$ cat src/rtl/phy_pkg.sv
// phy_pkg: symbols and receiver state type shared across the phy link lanes
package phy_pkg;
  localparam int BYTE_W = 8;
  localparam logic [BYTE_W-1:0] COMMA_SYM = 8'hBC;
  typedef enum logic [1:0] {SEARCH, LOCKING, ACTIVE} rx_state_t;
endpackage

$ cat src/rtl/comma_detect.sv
// comma_detect: serial shift register exposing the candidate byte and a comma match
module comma_detect
  import phy_pkg::*;
#(
  parameter logic [BYTE_W-1:0] COMMA = COMMA_SYM
) (
  input  logic              clk_8f,
  input  logic              reset,
  input  logic              data_in,
  output logic [BYTE_W-1:0] cand,
  output logic              is_comma
);
  logic [BYTE_W-1:0] shift;
  assign cand = {shift[BYTE_W-2:0], data_in};
  assign is_comma = cand == COMMA;
  always_ff @(posedge clk_8f) shift <= !reset ? '0 : cand;
endmodule

$ cat src/rtl/serial_paralelo_rx.sv
// serial_paralelo_rx: comma-aligned serial-to-byte lane receiver
// Optional RX_COMMA_COUNT_EN adds a saturating count of idle commas seen while ACTIVE.
module serial_paralelo_rx
  import phy_pkg::*;
#(
  parameter logic [BYTE_W-1:0] COMMA      = COMMA_SYM,
  parameter int                LOCK_COUNT = 4
) (
  input  logic              clk_8f,
  input  logic              reset,
  input  logic              data_in,
  output logic [BYTE_W-1:0] data_out,
  output logic              valid_out,
  output logic              active
`ifdef RX_COMMA_COUNT_EN
  ,
  output logic [15:0]       comma_count
`endif
);
  rx_state_t         state;
  logic [2:0]        bit_cnt;
  logic [3:0]        comma_cnt;
  logic [BYTE_W-1:0] cand;
  logic              is_comma;
  logic              boundary;
  comma_detect #(.COMMA(COMMA)) u_det (
    .clk_8f  (clk_8f),
    .reset   (reset),
    .data_in (data_in),
    .cand    (cand),
    .is_comma(is_comma)
  );
  assign boundary = bit_cnt == 3'd7;
  always_ff @(posedge clk_8f) begin
    if (!reset) begin
      state     <= SEARCH;
      bit_cnt   <= '0;
      comma_cnt <= '0;
      data_out  <= '0;
      valid_out <= 1'b0;
      active    <= 1'b0;
    end else begin
      case (state)
        SEARCH: if (is_comma) begin
          bit_cnt   <= '0;
          comma_cnt <= 4'd1;
          state     <= LOCKING;
        end
        LOCKING: begin
          bit_cnt <= bit_cnt + 3'd1;
          if (boundary && is_comma) begin
            comma_cnt <= comma_cnt + 4'd1;
            if (comma_cnt + 4'd1 == 4'(LOCK_COUNT)) begin
              state  <= ACTIVE;
              active <= 1'b1;
            end
          end else if (boundary) begin
            comma_cnt <= '0;
            state     <= SEARCH;
          end
        end
        ACTIVE: begin
          bit_cnt <= bit_cnt + 3'd1;
          if (boundary) begin
            valid_out <= !is_comma;
            if (!is_comma) data_out <= cand;
          end
        end
        default: state <= SEARCH;
      endcase
    end
  end
`ifdef RX_COMMA_COUNT_EN
  always_ff @(posedge clk_8f) begin
    if (!reset || state != ACTIVE) comma_count <= '0;
    else if (boundary && is_comma && comma_count != 16'hFFFF) comma_count <= comma_count + 16'd1;
  end
`endif
endmodule
$ cat config.mk
export PLATFORM = sky130hd
export DESIGN_NAME = serial_paralelo_rx
export DESIGN_NICKNAME = d
export VERILOG_FILES = /design/src/rtl/phy_pkg.sv /design/src/rtl/comma_detect.sv /design/src/rtl/serial_paralelo_rx.sv
export SDC_FILE = /design/constraint.sdc
export NUM_CORES = 1
export LEC_CHECK = 0
export ABC_AREA = 1
export BUFFER_PORTS_ARGS = -buffer_cell sky130_fd_sc_hd__buf_2
export CAP_MARGIN = 20
export CORE_MARGIN = 5
export CORE_UTILIZATION = 45
export DETAILED_ROUTE_END_ITERATION = 7
export MAX_ROUTING_LAYER = met4
export SETUP_SLACK_MARGIN = 0.5
export SKIP_CTS_REPAIR_TIMING = 1
export SLEW_MARGIN = 30
export SYNTH_ARGS = -nofsm -noshare
export SYNTH_HDL_FRONTEND = slang
export SYNTH_SLANG_ARGS = --single-unit
export TNS_END_PERCENT = 1
$ cat constraint.sdc
create_clock -name clk_8f -period 3.1 [get_ports clk_8f]
set_input_delay 0.155 -clock clk_8f [delete_from_list [all_inputs] [get_ports clk_8f]]
set_output_delay 0.155 -clock clk_8f [all_outputs]
set_load 0.03 [all_outputs]
# Yosys cells after proc, flatten, opt, wreduce, memory -nomap -nowiden
# Index checks and enable logic that the tools add are counted.
# W data, S select, Z words.
[totals]
regBits = 26
in_bits = 3
output_inout_bits = 10
[op_classes]
add_sub_neg = 2
n_eq_ne = 8
mux = 11
n_bitwise = 2
n_reduce_logical = 12
[op_table]
columns = ["op", "count"]
rows = [
  ["$mux W4", 3],
  ["$reduce_and A3 Y1", 3],
  ["$eq A8 B8 Y1 const B", 1],
  ["$mux W2", 4],
  ["$pmux W4 S2", 1],
  ["$ne A3 B3 Y1 const B", 2],
  ["$pmux W2 S3", 1],
  ["$pmux W3 S2", 1],
  ["$add A4 B1 Y4 const B", 1],
  ["$eq A4 B3 Y1 const B", 1],
  ["$reduce_and A2 Y1", 2],
  ["$reduce_and A4 Y1", 1],
  ["$reduce_bool A2 Y1", 2],
  ["$add A3 B1 Y3 const B", 1],
  ["$eq A3 B3 Y1 const B", 1],
  ["$mux W3", 1],
  ["$eq A2 B1 Y1 const B", 1],
  ["$eq A2 B2 Y1 const B", 1],
  ["$logic_not A2 Y1", 1],
  ["$ne A2 B2 Y1 const B", 1],
  ["$not A1 Y1", 2],
  ["$reduce_or A2 Y1", 1],
  ["$logic_and A1 B1 Y1", 1],
  ["$logic_not A1 Y1", 1],
]

# Longest topological paths before layout
# Gate-level depths: netlist of the first run.
[depth]
word_depth = 5
ltp_mapped = 10
ltp_nobuf = 10

# By module
# From an unflattened synthesis of the first run, not the netlist that was laid out.
[unflattened]
cells_unflattened = 148
hier_area_um2 = 1124.8
[modules_own_cells]
columns = ["module", "n_inst", "cells_per_inst", "area_each_um2"]
rows = [
  ["serial_paralelo_rx", 1, 116, 884.6],
  ["comma_detect", 1, 32, 240.2],
]

# Worst setup path before layout of the first run
# No wires, ideal clock.
[synth_timing]
path_kind = "register to register"
from = "reg bit_cnt[0]"
to = "reg data_out[1]"
setup_time_ns = 0.070
t_arrival_ns = 1.207
required_ns = 3.030
slack_ns = 1.824
stages_incl_launch_ff = 8
path_buffers = 1
synth_period_minus_slack_ns = 1.276
cell_sequence = "dfxtp_1 -> ha_1 -> ha_1 -> nand2_1 -> a21oi_1 -> buf_2 -> o21ai_0 -> a21oi_1"
[synth_via]
elab_chain_len = 2
[synth_lines]
columns = ["item", "line_no", "rtl"]
rows = [
  ["start, declared", "serial_paralelo_rx.sv:21", "logic [2:0] bit_cnt;"],
  ["start signal, assigned", "serial_paralelo_rx.sv:50", "bit_cnt <= bit_cnt + 3'd1;"],
  ["start signal, assigned", "serial_paralelo_rx.sv:63", "bit_cnt <= bit_cnt + 3'd1;"],
  ["$eq A3 B3 Y1", "serial_paralelo_rx.sv:33", "assign boundary = bit_cnt == 3'd7;"],
  ["$reduce_and A3 Y1 (no source line)", "n/a", ""],
  ["end signal, assigned", "serial_paralelo_rx.sv:66", "if (!is_comma) data_out <= cand;"],
  ["end, declared", "serial_paralelo_rx.sv:12", "output logic [BYTE_W-1:0] data_out,"],
]
# No other way between the ends.
# A chain may end at the register's enable or synchronous reset.

# Worst setup path after layout of the first run
[layout_timing]
from = "reg bit_cnt[0]"
to = "reg data_out[3]"
# Same word-level chain as after synthesis.

==> results of run 1 <==
[routing by layer]
layer	up-vias	share of wire [%]
met1	415	48
li1	487	-
met4	0	0.81
met5	-	0
met2	12	48
met3	2	2.5
[synth_stat cells]
| cell | number |
|---|---|
| nand4_1 | 3 |
| dfxtp_1 | 26 |
| nor2_4 | 2 |
| a21oi_1 | 13 |
| clkinv_1 | 1 |
| nor2_1 | 16 |
| o21ai_0 | 9 |
| inv_1 | 20 |
| ha_1 | 7 |
| o211ai_2 | 1 |
| nor3_1 | 1 |
| clkbuf_1 | 1 |
| nor2_2 | 3 |
| nand2_2 | 3 |
| nand3_1 | 6 |
| buf_2 | 2 |
| nand2_1 | 34 |
[power groups by stage]
stage,Clock (uW),Sequential (uW),Combinational [uW]
2_1_floorplan,0,345,5.85
3_3_place_gp,0,345,9.57
3_5_place_dp,0,345,9.66
4_1_cts,145,338,9.67
5_1_grt,161,338,11.1
6_report,143,338,9.49
[worst min path at each step]
| stage | cells past startpoint | endpoint | from |
|---|---|---|---|
| after global placement | 3 | u_det.shift[0] | data_in |
| after CTS | 3 | u_det.shift[0] | data_in |
| after global routing | 3 | u_det.shift[0] | data_in |
| after detailed placement | 3 | u_det.shift[0] | data_in |
| after floorplan | 2 | u_det.shift[0] | data_in |
| final | 3 | u_det.shift[0] | data_in |
[layout make-up]
cell class	instances	area [um2]
fill	256	1200
sequential	26	520
timing repair buffer	12	60.1
multi-input combinational	98	512
tap	30	37.5
clock buffer	3	22.5
inverter	21	78.8
[worst max-delay path, delay by kind of cell, from the launching register on]
kind                       cells  cell delay [ns]
AOI/OAI and AO/OA              1             0.58
adders and majority gates      2             0.33
buffers and inverters          1             0.26
DFF                            1             0.38
and+or+nand+nor                3             0.29
[stage by stage]
stage                     std cells  power, uW  util (%)
final                           190        490      50.6
after global routing            190        510      50.6
after CTS                       190        492      50.6
after detailed placement        187        355      49.7
after global placement          187        355      49.7
after floorplan                 148        350         -
[kinds of logic after synthesis]
logic type                 count (synthesis)  share of synthesized area (%)
AOI/OAI and AO/OA                         23                           10.9
DFF                                       26                           46.3
and+or+nand+nor                           68                           26.8
buffers and inverters                     24                           8.23
adders and majority gates                  7                           7.79
[sequential cells by signal, indices dropped and copies added, names as in the netlist]
name and count:
active 1, comma_cnt 4, valid_out 1, state 2
data_out 8, u_det.shift 7, bit_cnt 3
==> flow_summary.toml, run 1 <==
[run_status]
status = "complete, no violations"

[power]
internal_power_uw = 384
p_comb_share_pct = 1.9
p_seq_share_pct = 68.9
switchingPower_uw = 106
power_density_nw_per_um2 = 398
clockPowerShare_pct = 29.1
ir_worst_vdd_mv = 0.302
power.leakage_uw = 0.000564
p_sw_share_pct = 21.6

[routing]
wirelength_mm = 2.09
drt-wirelength-per-cell_um = 11.0
dr.first_iter.drc_count = 23
drc_errors = 0
ant_nets = 0
vias_per_cell = 4.82
drt-pass1-iter-count = 4
num_vias = 916

[grt]
gr-usage-met1_pct = 15.9
gr-usage-all-layers_pct = 13.5
met3_usage_pct = 1.94
grt-ovfl-total = 0
grt_pass1_vias = 905
busiest_layer = "met2"
grt_max_degree = 18
met2_usage_pct = 22.7
grt_pass1_wl_mm = 3.65
antenna_found_initial = 0

[setup_path]
r2r_end = "data_out[3]"
cp_max_fo = 12
end_kind = "flip-flop"
reg2regPathDepth = 7
r2r-start = "bit_cnt[0]"
cp-startpoint = "bit_cnt[0]"
crit_path_cell_trace = "ha_1, ha_1, nand2_1, a21oi_1, inv_1, nor2_1, nor2_1"
worstPathArrival_ns = 2.15
cp-start-kind = "flip-flop"
reg2reg_slack_ns = 1.17
cp.required_ns = 3.32
critical_path.max_stage_delay_ns = 0.58
endpoint = "data_out[3]"
critPathKind = "flip-flop to flip-flop"
cp_slowest_cell = "a21oi_1"

[sta]
fin_hold_ws_ns = 0.0185
min_period_ns = 1.93
hold_viol = 0
slew_violations = 0
final.period_utilization_pct = 62.2
fin_setup_tns_ns = 0
tightest_slew_ns = 0.726
timing.fmax_ghz = 0.519
slew_headroom_pct = 51.6
clock_skew_ns = 0.00587
rsz0062_at_grt = "no"
setup_ws_ns = 1.17
setup_viol = 0

[cells_and_area]
diodes = 0
area_delta_synth_final_pct = 9.45
fin_area_um2 = 1230
layout_common_cells = "34 x nand2_1, 26 x dfxtp_1, 20 x inv_1, 16 x nor2_1, 13 x a21oi_1"
final_common_cell = "nand2_1"
layout-drive-gt1-share_pct = 15.0
nNetsFinal = 172

[flow_run]
maxCapViolCount = 0

[die]
dieArea_um2 = 3600
die_w_um = 60.0
io_pins = 13
start_util_pct = 46.2
rows = 18
fp.coreArea_um2 = 2430
die_h_um = 60.0

[placed_design]
post-place-ws_ns = 1.19
port_buffers = 12
gp_congestion = 0.824
placed_cell_area_um2 = 1210
dp_hpwl_mm = 1.54

[logic_synthesis]
yosysUniqueCellTypes = 17
synth_area_um2 = 1120
synthTopCellsByArea = "dfxtp_1 46%, nand2_1 11%, ha_1 7.8%, inv_1 6.7%, a21oi_1 5.8%"
syn_nets = 158
yosysTopAreaCell = "dfxtp_1"
yosys_warnings = 0
synth_top_area_share_pct = 46.3
syn_inst = 148
synth_seq_area_share_pct = 46.3
syn_avg_cell_area_um2 = 7.60
synth-seq-cells = 26

[cts]
clkSinkCount = 26
cts_inserted_buffers = 3
cts_tree = "yes"
insertion_delay_ns = 0.32
cts_max_level = 1
path_clk_slew_ns = 0.14
clock-root-buffer = "clkbuf_4"
cts.path.max_buffers = 2

[worst_hold_path]
worstHoldPathType = "input port to flip-flop"
(Power assumes the default switching activity.)
==> inputs of run 2 (changes only) <==
- clock period: 3.1 -> 1.8 ns (I/O delays scaled with it)
==> run 2 against run 1 <==
Effect of this change: cell count up 4.2%; final area up 14%; maximum frequency up 45%; worst hold slack better by 0.0043 ns; sequential cell count unchanged; setup slack worse by 0.71 ns; combinational power up 110%; first-iteration DRC count down 8.7%; critical path type unchanged; largest cell class is now multi-input gates; largest power group unchanged.
==> flow_summary.toml, run 2 (synthesized netlist as in run 1, its figures left out) <==
[setup_path]
worstPathArrival_ns = 1.59
cp_max_fo = 6
critical_path.max_stage_delay_ns = 0.35
cp-startpoint = "state[0]"
end_kind = "flip-flop"
cp-start-kind = "flip-flop"
r2r-start = "state[0]"
cp_slowest_cell = "dfxtp_2"
cp.required_ns = 2.06
critPathKind = "flip-flop to flip-flop"
crit_path_cell_trace = "inv_1, ha_1, nand2_2, a21oi_4, buf_6, o21ai_0, a21oi_1"

[die]
dieArea_um2 = 3600
start_util_pct = 46.2
die_h_um = 60.0
die_w_um = 60.0
io_pins = 13
rows = 18
fp.coreArea_um2 = 2430

[sta]
rsz0062_at_grt = "yes"
hold_viol = 0
final.period_utilization_pct = 74.1
tightest_slew_ns = 0.319
slew_headroom_pct = 78.6
timing.fmax_ghz = 0.750
setup_viol = 0
fin_setup_tns_ns = 0
min_period_ns = 1.33
clock_skew_ns = 0.00835
slew_violations = 0

[cells_and_area]
reg_top3 = "data_out: 8 flops, u_det.shift: 7 flops, comma_cnt: 4 flops"
layout-drive-gt1-share_pct = 35.1
area_delta_synth_final_pct = 25.1
multi_input_area_um2 = 598
nFillCells = 234
layout_common_cells = "28 x nand2_1, 17 x inv_1, 16 x dfxtp_1, 15 x nor2_1, 12 x buf_2"
diodes = 0
largest_reg_flops = 8
regArea_um2 = 538
nNetsFinal = 179
regMostFlops = "data_out"
fin_area_um2 = 1410
final_common_cell = "nand2_1"
finish.utilization_pct = 57.9

[routing]
drt-wirelength-per-cell_um = 11.3
drt-pass1-iter-count = 4
vias_per_cell = 4.89
wirelength_mm = 2.25
ant_nets = 0
num_vias = 969
dr.first_iter.drc_count = 21
drc_errors = 0

[placed_design]
placed_cell_area_um2 = 1220
port_buffers = 12
gp_congestion = 0.788
dp_hpwl_mm = 1.52

[grt]
gr-usage-all-layers_pct = 13.3
grt_pass1_vias = 879
grt_pass1_wl_mm = 3.50
grt_max_degree = 18
grt-ovfl-total = 0
antenna_found_initial = 0

[worst_hold_path]
worstHoldPathType = "input port to flip-flop"
worstHoldStart = "data_in"

[power]
ir_worst_vdd_mv = 0.505
power.leakage_uw = 0.000628
power_density_nw_per_um2 = 632
finalPower_uw = 890

[flow_run]
maxCapViolCount = 0

[run_status]
status = "complete, no violations"

[cts]
cts_max_level = 1
clock-root-buffer = "clkbuf_4"
cts_inserted_buffers = 3
path_clk_slew_ns = 0.13
insertion_delay_ns = 0.32
clkSinkCount = 26
cts.path.max_buffers = 2
cts_tree = "yes"
-- run 2: cell count changes in the layout (fill, tap and decap cells not counted), moves of 3 or more --
cell,previous run,this run
buf_4,0,5
nand2_1,34,28
nor2_4,2,5
dfxtp_1,26,16
inv_1,20,17
inv_2,0,3
ha_1,7,3
nand2_2,3,7
ha_2,0,3
a21oi_1,13,10
dfxtp_2,0,8
-- run 2: layer usage --
metal,vias up,track usage [%],share of wire (%)
met4,0,6.65,1.8
met2,14,22.8,52
met5,-,-,0
li1,501,-,-
met1,449,14.3,43
met3,5,2.59,3.3
-- run 2: cell type report --
| cell class | instances | share of cell area (%) |
|---|---|---|
| clock buffers | 4 | 2.58 |
| inverters | 21 | 5.60 |
| multi-input cells | 98 | 42.5 |
| flip-flops and latches | 26 | 38.2 |
| well taps | 30 | 2.67 |
| repair buffers | 19 | 8.44 |
-- run 2: worst paths after layout --
check | depth (start not counted) | slack [ns] | endpoint
setup / recovery | 7 | 0.47 | data_out[1]
hold / removal | 3 | 0.02 | data_out[0]
setup reg to reg | 7 | 0.47 | data_out[1]
hold reg to reg | 2 | 0.43 | u_det.shift[1]
-- run 2: critical path: cells and delay by family (launching register included) --
| family | cells | cell delay, ns |
|---|---|---|
| adders and majority gates | 1 | 0.24 |
| buffers and inverters | 2 | 0.22 |
| DFF | 1 | 0.35 |
| AOI/OAI and AO/OA | 3 | 0.35 |
| and+or+nand+nor | 1 | 0.11 |
-- run 2: metrics by stage --
| step | setup WS, ns | hold WS, ns | cells |
|---|---|---|---|
| 2_1_floorplan | 0.524 | 0.183 | 148 |
| 3_3_place_gp | 0.458 | 0.286 | 188 |
| 3_5_place_dp | 0.422 | 0.291 | 188 |
| 4_1_cts | 0.381 | -0.0552 | 192 |
| 5_1_grt | 0.361 | 0.0157 | 198 |
| 6_report | 0.466 | 0.0228 | 198 |
-- run 2: power by group --
group	switching [uW]	total, uW	internal (uW)	leakage [uW]
sequential	2.24	578	576	0.000215
clock	168	292	124	0.0000210
combinational	13.8	19.5	5.67	0.000391
total	184	890	706	0.000628
==> inputs of run 3 (changes only) <==
- PLACE_DENSITY: not set -> 0.67
- clock period: 1.8 -> 1.2 ns (I/O delays scaled with it)
==> run 3 against run 2 <==
Effect of this change: the flow now finishes with violations (setup timing); wire length up 3.5%; clock-buffer cell count down 1; global-route usage up 0.73 points; worst hold slack better by 0.0049 ns; critical endpoint is now data_out[6]; highest routed layer unchanged.
==> flow_summary.toml, run 3 (synthesized netlist as in run 1, its figures left out) <==
[power]
power.leakage_uw = 0.000698
power_density_nw_per_um2 = 808
ir_worst_vdd_mv = 0.816

[cts]
insertion_delay_ns = 0.31
path_clk_slew_ns = 0.13
cts.path.max_buffers = 2
cts_inserted_buffers = 3
cts_tree = "yes"
clock-root-buffer = "clkbuf_4"
clkSinkCount = 26
cts_max_level = 1

[sta]
slew_violations = 0
fin_setup_tns_ns = -0.980
setup_viol = 17
setup_ws_ns = -0.108
clock_skew_ns = 0.00793
timing.fmax_ghz = 0.764
tightest_slew_ns = 0.344
rsz0062_at_grt = "yes"
fin_hold_ws_ns = 0.0276
final.period_utilization_pct = 109
slew_headroom_pct = 76.9
min_period_ns = 1.31
hold_viol = 0

[cells_and_area]
final_common_cell = "nand2_1"
largest_reg_flops = 8
layout-drive-gt1-share_pct = 42.4
diodes = 0
finish.utilization_pct = 64.4
regMostFlops = "data_out"
reg_top3 = "data_out: 8 flops, u_det.shift: 7 flops, comma_cnt: 4 flops"
area_delta_synth_final_pct = 39.3
nNetsFinal = 196
layout_common_cells = "29 x nand2_1, 27 x buf_4, 17 x inv_1, 16 x nor2_1, 16 x dfxtp_1"
nFillCells = 221

[placed_design]
post-place-ws_ns = -0.101
port_buffers = 12
dp_hpwl_mm = 1.66
gp_congestion = 0.753

[routing]
ant_nets = 0
dr.first_iter.drc_count = 17
drt-wirelength-per-cell_um = 10.9
num_vias = 1026
vias_per_cell = 4.79
wirelength_mm = 2.32
drc_errors = 0
drt-pass1-iter-count = 4

[grt]
gr-usage-all-layers_pct = 14.0
grt_pass1_vias = 977
grt-ovfl-total = 0
antenna_found_initial = 0
grt_max_degree = 17
grt_pass1_wl_mm = 3.83

[flow_run]
maxCapViolCount = 0

[worst_hold_path]
holdPathStages = 3
holdPathEnd = "data_out[0]"
worstHoldPathType = "input port to flip-flop"
worstHoldStart = "data_in"

[setup_path]
worstPathArrival_ns = 1.56
crit_top_cell = "buf_4"
end_kind = "flip-flop"
reg2regPathDepth = 9
critPathKind = "flip-flop to flip-flop"
r2r-start = "u_det.shift[0]"
cp-start-kind = "flip-flop"
cp.required_ns = 1.45
r2r_end = "data_out[6]"
reg2reg_slack_ns = -0.11
critical_path.max_stage_delay_ns = 0.36
cp_slowest_cell = "dfxtp_2"
cp_max_fo = 7
crit_path_cell_trace = "inv_2, nand2_2, nor2_4, buf_4, buf_4, a21oi_4, buf_4, o21ai_1, a21oi_1"

[die]
io_pins = 13
dieArea_um2 = 3600
rows = 18
die_h_um = 60.0
start_util_pct = 46.2
fp.coreArea_um2 = 2430
die_w_um = 60.0

[run_status]
violations = "setup timing"
status = "finished, violations left"
==> run 3: cell count changes in the layout (fill, tap and decap cells not counted), sizes merged <==
cell / previous run / this run
clkbuf: 4 / 9
buf: 18 / 29
==> run 3: per-stage QoR <==
| step | instances | total power [uW] | area, um2 |
|---|---|---|---|
| 2_1_floorplan | 148 | 905 | 1180 |
| 3_3_place_gp | 208 | 922 | 1410 |
| 3_5_place_dp | 208 | 923 | 1410 |
| 4_1_cts | 211 | 1280 | 1440 |
| 5_1_grt | 214 | 1310 | 1570 |
| 6_report | 214 | 1270 | 1570 |
==> run 3: layout make-up <==
type | count | area [um2] | area share, %
Tap cell | 30 | 37.5 | 2.40
Timing Repair Buffer | 36 | 268 | 17.1
Inverter | 21 | 78.8 | 5.03
Sequential cell | 26 | 536 | 34.2
Multi-Input combinational cell | 98 | 624 | 39.9
Clock buffer | 3 | 22.5 | 1.44
==> run 3: worst max path at each step <==
stage / startpoint / endpoint / cells after the start
6_report: u_det.shift[0] / data_out[6] / 9
3_3_place_gp: bit_cnt[0] / data_out[3] / 7
3_5_place_dp: comma_cnt[0] / state[0] / 10
4_1_cts: comma_cnt[0] / state[1] / 10
2_1_floorplan: comma_cnt[0] / state[1] / 10
5_1_grt: state[0] / data_out[7] / 7
==> run 3: per-layer routing <==
metal  vias to the layer above  share of wire, %  global-route usage, %  routed length, um
li1                        536                 -                      -                  -
met1                       478                45                   16.4               1060
met2                        10                51                   24.2               1190
met3                         2               2.3                   1.94                 54
met4                         0              0.82                   4.75                 19
met5                         -                 0                      -                  0
==> run 3: report_power, final <==
part           total, uW  switching (uW)  internal (uW)
Sequential           869            2.92            866
Clock                356             239            117
Combinational       40.3            24.9           15.4
==> run 3: worst max-delay path: cells and delay by family (launching register included) <==
| family | cells | cell delay (ns) |
|---|---|---|
| simple gates | 2 | 0.12 |
| flops | 1 | 0.36 |
| compound gates | 3 | 0.30 |
| buf+inv | 4 | 0.47 |
